`src/rtl/bitstream_src_pkg.sv`:
```
// Shared types and sizing helpers for the bitstream_src serialiser.
package bitstream_src_pkg;

  typedef enum logic [1:0] {
    ST_IDLE  = 2'd0,
    ST_SHIFT = 2'd1,
    ST_PAR   = 2'd2,
    ST_GAP   = 2'd3
  } state_e;

  localparam int GAP_CW = 4;

  function automatic int bit_cnt_w(input int width);
    return $clog2(width);
  endfunction

endpackage

```
`src/rtl/bitstream_shreg.sv`:
```
// Loadable shift register; head_o is the next bit to send, direction fixed by MSB_FIRST.
module bitstream_shreg #(
  parameter int WIDTH     = 8,
  parameter bit MSB_FIRST = 1'b1
) (
  input  logic             clk_i,
  input  logic             clr_n_i,
  input  logic             load_i,
  input  logic             shift_i,
  input  logic [WIDTH-1:0] load_dat_i,
  output logic             head_o
);

  logic [WIDTH-1:0] sr_q, sr_d;

  always_comb begin
    sr_d = sr_q;
    if (load_i) begin
      sr_d = load_dat_i;
    end else if (shift_i) begin
      sr_d = MSB_FIRST ? {sr_q[WIDTH-2:0], 1'b0} : {1'b0, sr_q[WIDTH-1:1]};
    end
  end

  always_ff @(posedge clk_i) begin
    if (!clr_n_i) begin
      sr_q <= '0;
    end else begin
      sr_q <= sr_d;
    end
  end

  assign head_o = MSB_FIRST ? sr_q[WIDTH-1] : sr_q[0];

endmodule

```
`src/rtl/bitstream_src.sv`:
```
// Word-to-serial source: one holding register feeding a shift register, one bit per clock on x.
// Optional even-parity bit per word when BITSTREAM_SRC_PARITY_EN is defined.
module bitstream_src
  import bitstream_src_pkg::*;
#(
  parameter int WIDTH     = 8,
  parameter bit MSB_FIRST = 1'b1,
  parameter int GAP       = 0
) (
  input  logic             clk,
  input  logic             reset,
  input  logic [WIDTH-1:0] din,
  input  logic             din_valid,
  output logic             din_ready,
  output logic             x,
  output logic             x_valid,
  output logic             frame_start,
  output logic             busy
);

  localparam int CNT_W = bit_cnt_w(WIDTH);
  localparam logic [CNT_W-1:0]  LAST_BIT = CNT_W'(WIDTH - 1);
  localparam logic [GAP_CW-1:0] LAST_GAP = GAP_CW'((GAP > 0) ? GAP - 1 : 0);

  state_e              state_q, state_d;
  logic [WIDTH-1:0]    hold_q, hold_d;
  logic                hold_full_q, hold_full_d;
  logic [CNT_W-1:0]    cnt_q, cnt_d;
  logic [GAP_CW-1:0]   gap_q, gap_d;
  logic                x_q, x_d;
  logic                x_valid_q, x_valid_d;
  logic                frame_start_q, frame_start_d;
  logic                accept, load_sr, shift_sr, sr_head;
`ifdef BITSTREAM_SRC_PARITY_EN
  logic                parity_q, parity_d;
`endif

  bitstream_shreg #(
    .WIDTH    (WIDTH),
    .MSB_FIRST(MSB_FIRST)
  ) u_shreg (
    .clk_i     (clk),
    .clr_n_i   (reset),
    .load_i    (load_sr),
    .shift_i   (shift_sr),
    .load_dat_i(hold_q),
    .head_o    (sr_head)
  );

  assign accept = din_valid & ~hold_full_q;

  always_comb begin
    state_d       = state_q;
    cnt_d         = cnt_q;
    gap_d         = gap_q;
    load_sr       = 1'b0;
    shift_sr      = 1'b0;
    x_d           = 1'b0;
    x_valid_d     = 1'b0;
    frame_start_d = 1'b0;

    case (state_q)
      ST_IDLE: begin
        if (hold_full_q) begin
          load_sr = 1'b1;
          cnt_d   = '0;
          state_d = ST_SHIFT;
        end
      end

      ST_SHIFT: begin
        x_d           = sr_head;
        x_valid_d     = 1'b1;
        frame_start_d = (cnt_q == '0);
        shift_sr      = 1'b1;
        if (cnt_q == LAST_BIT) begin
          cnt_d = '0;
          gap_d = '0;
`ifdef BITSTREAM_SRC_PARITY_EN
          state_d = ST_PAR;
`else
          // With no gap, chaining the next word here keeps the stream bubble-free.
          if (GAP > 0) begin
            state_d = ST_GAP;
          end else if (hold_full_q) begin
            load_sr = 1'b1;
          end else begin
            state_d = ST_IDLE;
          end
`endif
        end else begin
          cnt_d = cnt_q + 1'b1;
        end
      end

`ifdef BITSTREAM_SRC_PARITY_EN
      ST_PAR: begin
        x_d       = parity_q;
        x_valid_d = 1'b1;
        gap_d     = '0;
        if (GAP > 0) begin
          state_d = ST_GAP;
        end else if (hold_full_q) begin
          load_sr = 1'b1;
          state_d = ST_SHIFT;
        end else begin
          state_d = ST_IDLE;
        end
      end
`endif

      ST_GAP: begin
        // The last gap cycle doubles as the load cycle so the gap is exactly GAP long.
        if (gap_q == LAST_GAP) begin
          if (hold_full_q) begin
            load_sr = 1'b1;
            cnt_d   = '0;
            state_d = ST_SHIFT;
          end else begin
            state_d = ST_IDLE;
          end
        end else begin
          gap_d = gap_q + 1'b1;
        end
      end

      default: state_d = ST_IDLE;
    endcase

    hold_d      = accept ? din : hold_q;
    hold_full_d = (hold_full_q & ~load_sr) | accept;
  end

`ifdef BITSTREAM_SRC_PARITY_EN
  assign parity_d = load_sr ? ^hold_q : parity_q;
`endif

  always_ff @(posedge clk) begin
    if (!reset) begin
      state_q       <= ST_IDLE;
      hold_q        <= '0;
      hold_full_q   <= 1'b0;
      cnt_q         <= '0;
      gap_q         <= '0;
      x_q           <= 1'b0;
      x_valid_q     <= 1'b0;
      frame_start_q <= 1'b0;
`ifdef BITSTREAM_SRC_PARITY_EN
      parity_q      <= 1'b0;
`endif
    end else begin
      state_q       <= state_d;
      hold_q        <= hold_d;
      hold_full_q   <= hold_full_d;
      cnt_q         <= cnt_d;
      gap_q         <= gap_d;
      x_q           <= x_d;
      x_valid_q     <= x_valid_d;
      frame_start_q <= frame_start_d;
`ifdef BITSTREAM_SRC_PARITY_EN
      parity_q      <= parity_d;
`endif
    end
  end

  assign din_ready   = ~hold_full_q;
  assign busy        = (state_q != ST_IDLE) | hold_full_q;
  assign x           = x_q;
  assign x_valid     = x_valid_q;
  assign frame_start = frame_start_q;

endmodule

```
`config.mk`:
```
export PLATFORM = sky130hd
export DESIGN_NAME = bitstream_src
export DESIGN_NICKNAME = d
export VERILOG_FILES = /design/src/rtl/bitstream_src_pkg.sv /design/src/rtl/bitstream_shreg.sv /design/src/rtl/bitstream_src.sv
export SDC_FILE = /design/constraint.sdc
export NUM_CORES = 1
export LEC_CHECK = 0
export ABC_AREA = 1
export CAP_MARGIN = 10
export CORE_UTILIZATION = 56
export CTS_CLUSTER_SIZE = 25
export DETAILED_ROUTE_END_ITERATION = 6
export PLACE_DENSITY_LB_ADDON = 0.05
export SKIP_LAST_GASP = 1
export SYNTH_ARGS = -nofsm -noshare
export SYNTH_HDL_FRONTEND = slang
export SYNTH_HIERARCHICAL = 1
export SYNTH_SLANG_ARGS = --single-unit
```
`constraint.sdc`:
```
create_clock -name clk -period 2.7 [get_ports clk]
set_input_delay 0.27 -clock clk [delete_from_list [all_inputs] [get_ports clk]]
set_output_delay 0.27 -clock clk [all_outputs]
set_load 0.01 [all_outputs]
```
# == Yosys cells after proc, flatten, opt, wreduce, memory -nomap -nowiden ==
# Index checks and enable logic that the tools add are counted.
# word_totals
word_cells,56
inputBits,11
ff_bits,29
# op_classes
muxes,20
n_bitwise,6
eq_ne,8
n_reduce_logical,11
add_sub_neg,2
# ops
op,count
two-way mux 8 bit,2
"!= test 2 bit, second input constant",5
two-way mux 3 bit,3
one-hot mux 3 bit (3 select lines),1
two-way mux 2 bit,4
two-way mux 4 bit,2
one-hot mux 4 bit (2 select lines),1
one-hot mux 2 bit (3 select lines),1
nonzero test 2 bit,3
two-way mux 1 bit,5
"adder 4 x 1 -> 4 bit, second input constant",1
logical NOT 4 bit,1
AND reduction 2 bit,2
AND reduction 4 bit,1
"adder 3 x 1 -> 3 bit, second input constant",1
"== test 3 bit, second input constant",1
logical NOT 3 bit,1
one-hot mux 1 bit (3 select lines),1
AND reduction 3 bit,1
nonzero test 3 bit,1
bitwise AND 1 bit,2
"== test 2 x 1 -> 1 bit, second input constant",1
"== test 2 bit, second input constant",1
logical NOT 2 bit,1
other kinds (2),4

# == Logic depth before layout (Yosys ltp) ==
# depth
word_depth,6
ltp_mapped,10
depth_no_buf,9

# == Cells and area by module ==
# The synthesis kept the hierarchy.
# by_module_without_submodules
module,cells_each,area_each_um2,seq_area_each_um2,n_inst
bitstream_src,86,698.2,320.3,1
bitstream_shreg,60,399.1,160.2,1

# == Worst setup path before layout ==
# OpenSTA, ideal clock, no wires.
# synth_timing
path_type,register to register
from,register cnt_q[1]
to,register u_shreg.sr_q[1]
required_ps,2591
path_slack_ps,1363
t_arrival_ps,1229
period_less_slack_ps,1337
stages_incl_launch_ff,11
cell_sequence,dfxtp_1 > ha_1 > ha_1 > inv_1 > a21oi_2 > buf_6 > inv_2 > nand3_1 > nand3_1 > nand2_1 > inv_1
# synth_via
elab_chain_cells,4
elab_cells_between_ends,5
# synth_lines
element,line,rtl
"start, declared",bitstream_src.sv:28,"logic [CNT_W-1:0] cnt_q, cnt_d;"
"start signal, assigned",bitstream_src.sv:155,cnt_q <= cnt_d;
== test 3 bit (*),bitstream_src.sv:76,if (cnt_q == LAST_BIT) begin
two-way mux 1 bit (*),bitstream_src.sv:76,
one-hot mux 1 bit (3 select lines) (*),bitstream_src.sv:62,case (state_q)
named net load_sr,bitstream_src.sv:33,"logic accept, load_sr, shift_sr, sr_head;"
two-way mux 8 bit / nonzero test 2 bit (equally long branches),n/a,
"end signal, assigned",bitstream_shreg.sv:29,sr_q <= sr_d;
"end, declared",bitstream_shreg.sv:14,"logic [WIDTH-1:0] sr_q, sr_d;"
# The timed path passes the listed nets; every way through them passes the cells marked *.
# A chain may end at the register's enable or synchronous reset.

# == Worst setup path after layout ==
# layout_timing
from,register state_q[0]
to,output port busy
# layout_via
elab_chain_cells,2
# layout_lines
element,line,rtl
"start, declared",bitstream_src.sv:25,"state_e state_q, state_d;"
"start signal, assigned",bitstream_src.sv:152,state_q <= state_d;
nonzero test 2 bit,bitstream_src.sv:167,assign busy = (state_q != ST_IDLE) | hold_full_q;
OR 1 bit,bitstream_src.sv:167,
"end, declared",bitstream_src.sv:18,output logic busy
# Every way passes these cells.

==> key figures <==
Synth
  • Synth area leaders: dfxtp_1 (44%), nand2_1 (15%), nand3_1 (5.5%), inv_1 (5.5%), nor2_1 (5.5%)
  • Number of synthesized register bits: 24
  • Synth Net Count: 161
  • Yosys cell types: 18
  • Yosys warnings: 6
  • Synth top area share: 0.438
  • Mean Syn Cell Area: 7.52 um^2
  • Mapped Area: 1100 um^2
  • Sequential fraction of the synthesis area: 0.438
  • Mapped Cells: 146
  • Dominant cell type by area after synthesis: dfxtp_1

Run
  • Max Cap Viol: 0

Pwr
  • Leak: 0.600 nW
  • Combinational Power Share: 0.167
  • Sequential power share: 0.569
  • Switching Share: 0.264
  • Clock share of power: 0.264
  • Peak VDD IR: 0.000346 V
  • Pint: 0.512 mW
  • NetSw: 0.184 mW
  • PwrDens: 547 nW/um^2

STA
  • Fin crit share: 0.786
  • Worst slew pin tran: 670 ps
  • Tmin final: 2120 ps
  • Rel. slew slack: 0.552
  • Final Max Tran Viols: 0
  • Final setup vio count: 0
  • Fmax: 0.471 GHz
  • Final hold vios: 0
  • Worst setup margin: 577 ps
  • TNS Setup: 0 ps
  • RSZ-0062 raised after global routing: no
  • Clk_skew: 0.688 ps

Drt
  • Via density: 4.81
  • Drt first pass iters: 3
  • Initial DRC count: 17
  • Antenna Violating Nets Remaining: 0
  • DRC violations left: 0
  • Total length of routed wires: 1900 um
  • Vias: 890
  • WL/cell: 10.3 um

Worst hold path
  • Hold Path Depth: 2
  • Hold endpoint: x$_SDFF_PN0_
  • Type of the worst min-delay path: reg -> reg
  • Hold Crit Start: u_shreg/sr_q[7]$_SDFFE_PN0P_

Clock network
  • CTS clk-pin slew, worst paths: 120 ps
  • Post-CTS setup buffers: 0
  • CTS tree: yes
  • CTS buffer count: 3
  • Root Buffer: clkbuf_4
  • Post_cts resized: 0
  • Worst skew pair latency: 300 ps
  • Htree depth: 1
  • # clock sinks: 24
  • Clk buf depth: 2
  • CTS Hold Bufs: 0

GRT
  • Total grt overflow: 0
  • First-pass GRT wire length: 3280 um
  • Vias in the first global route: 800
  • Grt peak-use layer: met2
  • M2 GR Usage: 0.352
  • Largest net degree at the start of global routing: 20
  • M1 GR Usage: 0.281
  • Initial antenna violation count: 0
  • M3 GR Usage: 0.0235
  • Global Route Usage Sum: 0.211

Final layout
  • Final core area utilization: 0.714
  • Design area: 1270 um^2
  • Non-Filler Instances: 185
  • Layout fillers: 150
  • Area taken by multi-input logic gates: 503 um^2
  • Seq. cell area: 480 um^2
  • Final nets: 176
  • Share of layout cells above drive strength 1: 0.106
  • Ant. Diodes: 0
  • Layout Area Growth over Synthesis: 16.0%

Die
  • Initial Utilization: 0.615
  • DIE WIDTH: 46.3 um
  • CORE AREA: 1780 um^2
  • Die Area: 2140 um^2
  • FP Rows: 15
  • I/O pin cnt: 16
  • Die height: 46.3 um

Critical path
  • Critical R2R Capture: u_shreg/sr_q[7]$_SDFFE_PN0P_
  • Worst setup SP type: register
  • Worst reg2reg path startpoint: cnt_q[1]$_SDFFE_PN0P_
  • Reg2Reg Setup Slack: 860 ps
  • CP Cell Sequence: nor2_1 > inv_1 > clkdlybuf4s50_1
  • CP arrival: 1850 ps
  • Reg2Reg Depth: 9
  • CP Class: reg -> out
  • Crit-path max FO: 13
  • CP Data Required Time: 2430 ps
  • Slowest stage cell, crit path: dfxtp_1
  • Crit-path max cell delay: 720 ps
  • Crit end category: primary output

Placed design
  • Pre-CTS setup slack: 896 ps
  • PortBufs: 15
  • Final Wtd Congestion: 0.822
  • Placed instance count: 181
  • DP HPWL: 1350 um
  • DP Area: 1240 um^2

Status
  • Outcome: complete, no violations
[cells by family (layout without fill, tap and decap cells)]
| kind of cell | after synthesis | count (layout) | share of synthesized area |
|---|---|---|---|
| flops | 24 | 24 | 0.438 |
| buf+inv | 24 | 38 | 0.104 |
| simple gates | 87 | 87 | 0.377 |
| fa+ha+maj | 4 | 4 | 0.0456 |
| compound gates | 7 | 7 | 0.0353 |
[layout make-up]
type                            count  share of cell area
Timing Repair Buffer               15               0.118
Tap cell                           25              0.0246
Multi-Input combinational cell     98               0.395
Inverter                           19              0.0560
Clock buffer                        4              0.0285
Sequential cell                    24               0.378
[sequential cells by signal, indices dropped and copies added, names as in the netlist]
| register | flops |
|---|---|
| cnt_q | 3 |
| frame_start | 1 |
| hold_full_q | 1 |
| hold_q | 8 |
| state_q | 1 |
| u_shreg/sr_q | 8 |
| x | 1 |
| x_valid | 1 |
[worst max path at each step]
stage                                   end                    start  slack, ps  cells after the start
6_report                               busy  state_q[0]$_SDFFE_PN0P_        580                      3
2_1_floorplan  u_shreg/sr_q[1]$_SDFFE_PN0P_    cnt_q[1]$_SDFFE_PN0P_       1360                     10
3_5_place_dp   u_shreg/sr_q[7]$_SDFFE_PN0P_    cnt_q[1]$_SDFFE_PN0P_        900                      9
4_1_cts                                busy  state_q[0]$_SDFFE_PN0P_        560                      3
3_3_place_gp                           busy  state_q[0]$_SDFFE_PN0P_        950                      3
5_1_grt                                busy  state_q[0]$_SDFFE_PN0P_        450                      3
[power groups by stage]
stage / registers (mW) / logic [mW] / clock network [mW]
after global routing: 0.400 / 0.132 / 0.201
after global placement: 0.404 / 0.113 / 0
after CTS: 0.396 / 0.117 / 0.190
after floorplan: 0.397 / 0.0882 / 0
after detailed placement: 0.404 / 0.115 / 0
final: 0.396 / 0.116 / 0.184
[metal layers]
metal / share of wire / vias up
met2: 0.49 / 11
met1: 0.47 / 401
met4: 0.0074 / 0
met3: 0.024 / 2
met5: 0 / -
li1: - / 476
[metrics by stage]
stage	hold slack, ps	power [mW]
2_1_floorplan	368	0.486
3_3_place_gp	429	0.516
3_5_place_dp	438	0.520
4_1_cts	458	0.703
5_1_grt	466	0.734
6_report	449	0.696
[synthesized netlist by cell type]
| library cell | n |
|---|---|
| nor2_8 | 1 |
| buf_4 | 2 |
| ha_1 | 4 |
| nand2_1 | 43 |
| a21oi_2 | 1 |
| buf_2 | 1 |
| inv_2 | 3 |
| o21ai_0 | 1 |
| nor2_4 | 1 |
| nand3b_1 | 7 |
| nor2_1 | 16 |
| inv_1 | 16 |
| nand3_1 | 12 |
| dfxtp_1 | 24 |
| a21oi_1 | 5 |
| nand3b_2 | 1 |
| buf_6 | 2 |
| nor2_2 | 6 |
[worst max-delay path: cells and delay by family, from the launching register on]
| family | cells | cell delay [ps] |
|---|---|---|
| and+or+nand+nor | 1 | 210 |
| DFF | 1 | 720 |
| buffers and inverters | 2 | 620 |
[layout by cell type (no fill, tap or decap)]
master / instances
nand2_1: 43
dfxtp_1: 24
nor2_1: 16
inv_1: 16
clkdlybuf4s50_1: 15
nand3_1: 12
nand3b_1: 7
nor2_2: 6
a21oi_1: 5
ha_1: 4
inv_2: 3
clkbuf_4: 3
a21oi_2: 1
nor2_4: 1
o21ai_0: 1
nand3b_2: 1
clkbuf_8: 1
nor2_8: 1
Power figures use the tool's default switching activity.
==> RTL edit: new RTL, config.mk and constraints unchanged <==
Encoding of `state_e`: now one-hot (4 bits for 4 states).
--- a/src/rtl/bitstream_src_pkg.sv
+++ b/src/rtl/bitstream_src_pkg.sv
@@ -1,11 +1,11 @@
 // Shared types and sizing helpers for the bitstream_src serialiser.
 package bitstream_src_pkg;
 
-  typedef enum logic [1:0] {
-    ST_IDLE  = 2'd0,
-    ST_SHIFT = 2'd1,
-    ST_PAR   = 2'd2,
-    ST_GAP   = 2'd3
+  typedef enum logic [3:0] {
+    ST_IDLE  = 4'b0001,
+    ST_SHIFT = 4'b0010,
+    ST_PAR   = 4'b0100,
+    ST_GAP   = 4'b1000
   } state_e;
 
   localparam int GAP_CW = 4;
Check against the original RTL: no difference found for any inputs over 10 cycles, from zero or initial values and one cycle with reset low; not proved beyond that.
==> RTL edit against the unedited design <==
Sequential power up 5.1%. Routed wire length down 0.84%. Design area up 6.2%. Total power up 9.1%. Setup slack better by 0.25 ns. Clock skew up 0.00072 ns. Sequential cell count up 1. Area after synthesis up 5.4%.
==> RTL edit: results <==
metrics = {
    "outcome": {
        "status": "complete, no violations",
    },
    "yosys": {
        "yosys.area_share.adder": 0.0541,
        "synth_cell_types": 20,
        "yosysSeqAreaShare": 0.433,
        "synth-compound-area-share": 0.0758,
        "synth_top_cells_by_area": "dfxtp_1, nand2_1, inv_1",
        "synth_commonest_cells": "nand2_1, dfxtp_1, inv_1, nand3_1, nor2_2",
    },
    "sta": {
        "fin_skew_ns": 0.00141,
    },
    "worst_setup_path": {
        "cp_max_fo": 3,
        "worstSetupStartpoint": "state_q[1]",
        "r2r-start": "state_q[0]",
    },
    "global_route": {
        "grt_pass1_vias": 743,
        "grt_max_degree": 19,
        "grt_usage": 0.197,
    },
    "power": {
        "power_frac_seq": 0.548,
        "peakVddDrop_uv": 383,
        "comb-power_w": 0.000175,
        "leakagePower_nw": 0.617,
    },
    "route": {
        "via_per_inst": 4.72,
        "wire_per_inst_um": 9.60,
        "drt_iter0_markers": 23,
        "dr.pass1.iters": 4,
    },
    "clock_tree": {
        "path_clk_slew_ns": 0.14,
    },
    "place": {
        "dp.final_hpwl_um": 1450,
    },
    "final_layout": {
        "finalNetCount": 186,
        "fillers": 178,
    },
}
==> RTL edit: cell types whose count changed after synthesis, sizes merged, moves of 2 or more <==
cell / change
nand3b: -8
o21ai: +8
inv: +5
nor2: -4
buf: -2
==> RTL edit: cell type report <==
cell class                      instances  share of cell area
Sequential cell                        25               0.370
Inverter                               24              0.0722
Timing Repair Buffer                   16               0.117
Multi-Input combinational cell        100               0.394
Clock inverter                          1             0.00556
Tap cell                               27              0.0250
Clock buffer                            3              0.0167
==> RTL edit: per-layer routing <==
layer | global-route usage | vias up | part of all wire
li1 | - | 504 | -
met1 | 0.272 | 396 | 0.51
met2 | 0.296 | 23 | 0.44
met4 | 0.0857 | 0 | 0.0064
met3 | 0.0453 | 2 | 0.039
met5 | 0 | - | 0
==> RTL edit: final timing paths <==
| check | endpoint | slack (ns) | depth (start not counted) |
|---|---|---|---|
| worst max-delay path | busy | 0.83 | 4 |
| worst min-delay path | x | 0.45 | 2 |
| worst max register to register | u_shreg/sr_q[3] | 0.93 | 12 |
| worst min register to register | x | 0.45 | 2 |
==> RTL edit: metrics by stage <==
step / setup slack [ns] / hold WS (ns) / area [um^2] / cells / power [W]
floorplan: 1.30 / 0.368 / 1160 / 152 / 0.000553
global placement: 0.996 / 0.420 / 1320 / 192 / 0.000596
detailed placement: 0.942 / 0.440 / 1320 / 192 / 0.000599
CTS: 0.816 / 0.460 / 1350 / 196 / 0.000771
global route: 0.713 / 0.473 / 1350 / 196 / 0.000810
finish: 0.831 / 0.453 / 1350 / 196 / 0.000759
==> RTL edit: worst max-delay path: stages (launching register included) <==
cell and delay [ns]:
dfxtp_1 0.38, inv_1 0.05, ha_1 0.23, nand2_4 0.09, clkdlybuf4s50_1 0.53
